==> src/rtl/mdu_pkg.sv <==
// mdu_pkg: shared definitions for the iterative multiply/divide unit.
//   - mdu_op_e    : operation encodings carried on the 2-bit op port
//   - mdu_state_e : FSM states of mult_div_unit
//   - MDU_ITERS   : number of RUN iterations (one per operand bit)
package mdu_pkg;

    typedef enum logic [1:0] {
        MDU_MULTU = 2'b00,
        MDU_MULT  = 2'b01,
        MDU_DIVU  = 2'b10,
        MDU_DIV   = 2'b11
    } mdu_op_e;

    typedef enum logic [1:0] {
        IDLE = 2'b00,
        RUN  = 2'b01,
        FIX  = 2'b10
    } mdu_state_e;

    localparam int MDU_ITERS = 32;

endpackage

==> src/rtl/mdu_sign_fix.sv <==
// mdu_sign_fix: combinational sign correction applied in the FIX state.
// The iteration always works on magnitudes, so the raw result is unsigned.
// Multiplies negate the whole double-width product; divides negate the
// quotient and the remainder independently.
// Ports:
//   op      in  operation being completed (mdu_op_e encoding)
//   sign_q  in  product/quotient must be negated (signed ops only)
//   sign_r  in  remainder must be negated (signed divide only)
//   raw_hi  in  product high half / remainder magnitude
//   raw_lo  in  product low half / quotient magnitude
//   fix_hi  out corrected HI value
//   fix_lo  out corrected LO value
module mdu_sign_fix
    import mdu_pkg::*;
#(
    parameter int WIDTH = 32
) (
    input  logic [1:0]       op,
    input  logic             sign_q,
    input  logic             sign_r,
    input  logic [WIDTH-1:0] raw_hi,
    input  logic [WIDTH-1:0] raw_lo,
    output logic [WIDTH-1:0] fix_hi,
    output logic [WIDTH-1:0] fix_lo
);

    logic [2*WIDTH-1:0] prod_neg;
    logic               is_div;
    logic               is_signed;

    // The sign flags are only ever set for signed ops; gating them with the
    // signed bit keeps an unsigned op from being corrupted by stale flags.
    always_comb begin
        prod_neg  = -{raw_hi, raw_lo};
        is_div    = (op == MDU_DIVU) || (op == MDU_DIV);
        is_signed = (op == MDU_MULT) || (op == MDU_DIV);
        fix_hi    = raw_hi;
        fix_lo    = raw_lo;
        if (is_div) begin
            if (is_signed && sign_q) begin
                fix_lo = -raw_lo;
            end
            if (is_signed && sign_r) begin
                fix_hi = -raw_hi;
            end
        end else if (is_signed && sign_q) begin
            {fix_hi, fix_lo} = prod_neg;
        end
    end

endmodule

==> src/rtl/mult_div_unit.sv <==
// mult_div_unit: iterative multiply/divide unit owning the HI/LO registers.
// Executes MULTU/MULT (radix-2 shift-add) and DIVU/DIV (restoring division),
// one operand bit per RUN cycle, followed by a single FIX cycle that applies
// sign correction and writes HI/LO. Result visible 34 clocks after start.
// Optional feature macro: MDU_HILO_WRITE_EN adds MTHI/MTLO write ports.
// Ports:
//   clk, rst       clock, asynchronous active-high reset
//   start, op      request and operation (sampled only while idle)
//   a, b           multiplicand/dividend, multiplier/divisor
//   busy, done     operation in progress, one-cycle completion pulse
//   hi, lo         architectural HI/LO registers
//   hi_we, lo_we   (MDU_HILO_WRITE_EN) MTHI/MTLO enables, honoured in IDLE
//   wdata          (MDU_HILO_WRITE_EN) MTHI/MTLO data
module mult_div_unit
    import mdu_pkg::*;
#(
    parameter int WIDTH = 32
) (
    input  logic             clk,
    input  logic             rst,
    input  logic             start,
    input  logic [1:0]       op,
    input  logic [WIDTH-1:0] a,
    input  logic [WIDTH-1:0] b,
`ifdef MDU_HILO_WRITE_EN
    input  logic             hi_we,
    input  logic             lo_we,
    input  logic [WIDTH-1:0] wdata,
`endif
    output logic             busy,
    output logic             done,
    output logic [WIDTH-1:0] hi,
    output logic [WIDTH-1:0] lo
);

    localparam int CW = $clog2(WIDTH);

    mdu_state_e       state_q, state_d;
    logic [CW-1:0]    count_q;
    logic [1:0]       op_q;
    logic             sign_q_q, sign_r_q, div_zero_q;
    logic [WIDTH-1:0] mcand_q;
    logic [WIDTH:0]   acc_hi_q;
    logic [WIDTH-1:0] acc_lo_q;
    logic [WIDTH-1:0] a_orig_q;
    logic [WIDTH-1:0] hi_q, lo_q;
    logic             done_q;

    logic             op_signed, op_div;
    logic [WIDTH-1:0] mag_a, mag_b;
    logic [WIDTH:0]   mul_sum;
    logic [WIDTH:0]   div_shift;
    logic [WIDTH+1:0] div_diff;
    logic             div_ge;
    logic [WIDTH:0]   acc_hi_d;
    logic [WIDTH-1:0] acc_lo_d;
    logic [WIDTH-1:0] fix_hi, fix_lo;

    assign busy = (state_q != IDLE);
    assign done = done_q;
    assign hi   = hi_q;
    assign lo   = lo_q;

    // Operand magnitudes for the start capture; unsigned ops pass through.
    always_comb begin
        op_signed = (op == MDU_MULT) || (op == MDU_DIV);
        op_div    = (op == MDU_DIVU) || (op == MDU_DIV);
        mag_a     = (op_signed && a[WIDTH-1]) ? -a : a;
        mag_b     = (op_signed && b[WIDTH-1]) ? -b : b;
    end

    // One iteration step. Multiply keeps the multiplier in acc_lo and shifts
    // product bits in from the top; divide shifts dividend bits out of acc_lo
    // into the partial remainder and shifts quotient bits in at the bottom.
    always_comb begin
        mul_sum   = acc_hi_q + {1'b0, (acc_lo_q[0] ? mcand_q : '0)};
        div_shift = {acc_hi_q[WIDTH-1:0], acc_lo_q[WIDTH-1]};
        div_diff  = {1'b0, div_shift} - {2'b00, mcand_q};
        div_ge    = ~div_diff[WIDTH+1];
        if ((op_q == MDU_DIVU) || (op_q == MDU_DIV)) begin
            acc_hi_d = div_ge ? div_diff[WIDTH:0] : div_shift;
            acc_lo_d = {acc_lo_q[WIDTH-2:0], div_ge};
        end else begin
            acc_hi_d = {1'b0, mul_sum[WIDTH:1]};
            acc_lo_d = {mul_sum[0], acc_lo_q[WIDTH-1:1]};
        end
    end

    mdu_sign_fix #(.WIDTH(WIDTH)) u_sign_fix (
        .op     (op_q),
        .sign_q (sign_q_q),
        .sign_r (sign_r_q),
        .raw_hi (acc_hi_q[WIDTH-1:0]),
        .raw_lo (acc_lo_q),
        .fix_hi (fix_hi),
        .fix_lo (fix_lo)
    );

    // FSM state register.
    always_ff @(posedge clk or posedge rst) begin
        if (rst) begin
            state_q <= IDLE;
        end else begin
            state_q <= state_d;
        end
    end

    // Next-state logic: RUN lasts until the counter has stepped through 0.
    always_comb begin
        state_d = state_q;
        case (state_q)
            IDLE:    if (start) state_d = RUN;
            RUN:     if (count_q == '0) state_d = FIX;
            FIX:     state_d = IDLE;
            default: state_d = IDLE;
        endcase
    end

    // Iteration datapath: capture on start, step once per RUN cycle.
    always_ff @(posedge clk or posedge rst) begin
        if (rst) begin
            count_q    <= '0;
            op_q       <= '0;
            sign_q_q   <= 1'b0;
            sign_r_q   <= 1'b0;
            div_zero_q <= 1'b0;
            mcand_q    <= '0;
            acc_hi_q   <= '0;
            acc_lo_q   <= '0;
            a_orig_q   <= '0;
        end else if (state_q == IDLE) begin
            if (start) begin
                count_q    <= CW'(WIDTH - 1);
                op_q       <= op;
                sign_q_q   <= op_signed & (a[WIDTH-1] ^ b[WIDTH-1]);
                sign_r_q   <= op_signed & a[WIDTH-1];
                div_zero_q <= op_div & (b == '0);
                mcand_q    <= op_div ? mag_b : mag_a;
                acc_hi_q   <= '0;
                acc_lo_q   <= op_div ? mag_a : mag_b;
                a_orig_q   <= a;
            end
        end else if (state_q == RUN) begin
            count_q  <= count_q - CW'(1);
            acc_hi_q <= acc_hi_d;
            acc_lo_q <= acc_lo_d;
        end
    end

    // Architectural HI/LO. Divide by zero bypasses sign correction and
    // reports all-ones quotient with the untouched dividend as remainder.
    always_ff @(posedge clk or posedge rst) begin
        if (rst) begin
            hi_q <= '0;
            lo_q <= '0;
        end else if (state_q == FIX) begin
            hi_q <= div_zero_q ? a_orig_q : fix_hi;
            lo_q <= div_zero_q ? '1 : fix_lo;
        end
`ifdef MDU_HILO_WRITE_EN
        else if (state_q == IDLE) begin
            if (hi_we) hi_q <= wdata;
            if (lo_we) lo_q <= wdata;
        end
`endif
    end

    // Completion pulse follows the single FIX cycle.
    always_ff @(posedge clk or posedge rst) begin
        if (rst) begin
            done_q <= 1'b0;
        end else begin
            done_q <= (state_q == FIX);
        end
    end

endmodule

==> config.mk <==
export PLATFORM = sky130hd
export DESIGN_NAME = mult_div_unit
export DESIGN_NICKNAME = d
export VERILOG_FILES = /design/src/rtl/mdu_pkg.sv /design/src/rtl/mdu_sign_fix.sv /design/src/rtl/mult_div_unit.sv
export SDC_FILE = /design/constraint.sdc
export NUM_CORES = 1
export LEC_CHECK = 0
export CAP_MARGIN = 10
export CORE_UTILIZATION = 55
export DETAILED_ROUTE_END_ITERATION = 7
export GPL_TIMING_DRIVEN = 0
export PLACE_DENSITY_LB_ADDON = 0.12
export SLEW_MARGIN = 5
export SYNTH_ARGS = -nofsm -noshare
export SYNTH_HDL_FRONTEND = slang
export SYNTH_SLANG_ARGS = --single-unit
==> constraint.sdc <==
create_clock -name clk -period 7.7 [get_ports clk]
set_input_delay 1.54 -clock clk [delete_from_list [all_inputs] [get_ports clk]]
set_output_delay 1.54 -clock clk [all_outputs]
set_load 0.02 [all_outputs]
==> impl_metrics.ini <==
[synth]
synth_cells = 1970
syn_area_um2 = 15800
synth-edff-count = 0
synth_area_per_cell_um2 = 8.02
synth_warnings = 0
yosys-top-cells-area = dfrtp_1, nand2_1, o21ai_0
synth_seq_area_share_pct = 32.6
async_reset_ff_share_pct = 100
ys_types = 73
synth_top_area_share_pct = 32.6
yosys_most_used_dff = dfrtp_1
ys_ff_latch = 206
syn_nets = 2111
synth_top_area_cell = dfrtp_1

[flow_run]
cap_violations = 0

[sta]
slew-limit-headroom_pct = 34.2
setup_violations = 0
fin_skew_ps = 27.1
fin_setup_tns_ps = 0
worst_slack_ps = 2910
max_freq_mhz = 209
worst_pin_slew_ps = 987
fin_crit_ps = 4790
fin_crit_sh_pct = 62.3
finalMaxSlewViolations = 0
rsz0062_at_grt = false
hold_viol_final = 0

[detailed_routing]
vias = 16500
drt_iter0_markers = 2021
post_drt_via_cell_ratio = 6.55
firstDrtPassIters = 6
drcViolationCount = 0
wl_per_cell_um = 23.7
antenna_left = 0
routed_wl_mm = 59.7

[cts]
postCtsHoldBufs = 0
cts.clk_slew.worst_paths_ps = 60
cts_buffers = 25
cts_sinks = 206
tritoncts = built
post-cts-setup-buffer-count = 0
htree_levels = 1
cts_buffer_depth = 3
cts_resized = 0
clock_latency_ps = 550
cts_root_buf = clkbuf_16

[critical_path]
worstPathArrival_ps = 5180
crit_required_ps = 8090
max_stage_delay_ps = 710
setup.worst_path.start_class = flip-flop
worstSetupPathType = flip-flop to flip-flop
worst-path-buf-inv = 2
cp_slowest_cell = dfrtp_1
end_kind = flip-flop
cpLargestDelayFamily = compound AO/OA/AOI/OAI gates
cp_max_fo = 10
crit_chain = ha_1 -> a21o_1 -> a31oi_1 -> o221ai_1 -> o31ai_1 -> a31oi_1 -> a21oi_2 -> clkbuf_1 -> buf_2 -> a21oi_1 -> o21ai_0 -> o221ai_1

[pwr]
combPwrFrac_pct = 59.3
pwr-share-seq_pct = 24.9
clkPwrFrac_pct = 15.8
power_density_nw_per_um2 = 425
p_leak_nw = 7.86
swShare_pct = 49.0
power.internal_mw = 4.00
p_switching_mw = 3.84
max-vdd-ir-drop_mv = 0.338

[cells_and_area]
final_common_cell = nand2_1
fill_cells = 2424
layout-drive-gt1-share_pct = 3.36
area_growth_pct = 17.0
final_cell_mix = nand2_1, dfrtp_1, o21ai_0
final_area_um2 = 18500
final_nets = 2272
antenna_cells = 0

[die]
core_area_um2 = 28000
start_util_pct = 56.4
io_pins = 135
die_w_um = 171
rows = 61
die_h_um = 171
die_area_um2 = 29400

[place]
placed_area_um2 = 17600
hpwlAfterDp_mm = 46.3
io_buffers = 132
place_ws_ps = 2900
routabilityCongestion = 1.02

[grt]
grt_usage_pct = 40.7
grt_max_degree = 124
overflow = 0
antenna_found_initial = 0
grt_pass1_vias = 15500
grt_pass1_wl_mm = 89.6

[outcome]
status = complete, no violations

[worst_hold_path]
hp-class = flip-flop to flip-flop
## logic make-up (layout without fill, tap and decap cells)
group,Yosys count,count (layout),synth area share [%]
AO/OA/AOI/OAI,611,611,24.2
XOR/XNOR,176,176,9.76
adder cells (fa/ha/maj),72,72,5.80
buffers and inverters,181,357,4.36
flip-flops,206,206,32.6
multiplexers,57,57,3.70
AND/OR/NAND/NOR,667,667,19.5
## sequential cells by signal (all words and copies together) (netlist names)
| signal | cells |
|---|---|
| a_orig_q | 32 |
| acc_hi_q | 33 |
| acc_lo_q | 32 |
| count_q | 5 |
| div_zero_q | 1 |
| done | 1 |
| hi | 32 |
| lo | 32 |
| mcand_q | 32 |
| op_q | 2 |
| sign_q_q | 1 |
| sign_r_q | 1 |
| state_q | 2 |
## path summary, 6_finish.rpt
path	start	to	slack, ps	depth (start not counted)
worst min-delay path	a_orig_q[20]	a_orig_q[20]	470	2
worst max register to register	acc_hi_q[9]	acc_hi_q[29]	2910	12
worst max-delay path	acc_hi_q[9]	acc_hi_q[29]	2910	12
worst min register to register	a_orig_q[20]	a_orig_q[20]	470	2
max in group asynchronous	rst	mcand_q[8]	5170	3
min in group asynchronous	rst	hi[12]	1470	2
## Yosys cell counts, drive strengths merged, types with 32 or more instances
cell,count
nand3,49
o21ai,201
a21oi,173
xnor2,89
nand2,266
mux2i,46
clkbuf,107
nor2,169
ha,70
o221ai,32
dfrtp,206
and3,36
inv,61
xor2,87
## area by class of cell
type | instances | area [um2] | share of cell area (%)
Inverter | 62 | 240 | 1.30
Timing Repair Buffer | 134 | 1360 | 7.36
Sequential cell | 206 | 5150 | 27.9
Clock inverter | 11 | 165 | 0.894
Buffer | 119 | 455 | 2.47
Multi-Input combinational cell | 1583 | 9950 | 53.8
Tap cell | 378 | 473 | 2.56
Clock buffer | 31 | 678 | 3.67
## power by group through the flow
stage | Combinational [mW] | Sequential, mW | Clock, mW
floorplan | 3.38 | 1.71 | 0
global placement | 4.43 | 1.92 | 0
detailed placement | 4.51 | 1.93 | 0
CTS | 4.55 | 1.91 | 1.23
global route | 5.06 | 1.97 | 1.28
finish | 4.65 | 1.95 | 1.24
## worst min-delay path: stages, from the launching register on
cell and delay, ps:
dfrtp_1 330, nand2_1 50, nand2_1 50
## metal layers
layer	share of wire, %	global-route usage (%)
met4	4.8	19.3
met2	45	63.7
met1	41	53.9
met3	10	8.10
met5	0	0
## metrics by stage
step | hold slack, ps | utilization [%] | total power, mW | instances
after global placement | 450 | 62.8 | 6.35 | 2480
after global routing | 489 | 65.9 | 8.31 | 2524
after detailed placement | 456 | 62.9 | 6.44 | 2482
after CTS | 469 | 65.9 | 7.69 | 2524
final | 468 | 65.9 | 7.84 | 2524
after floorplan | 437 | - | 5.09 | 1970
(Power assumes the default switching activity.)
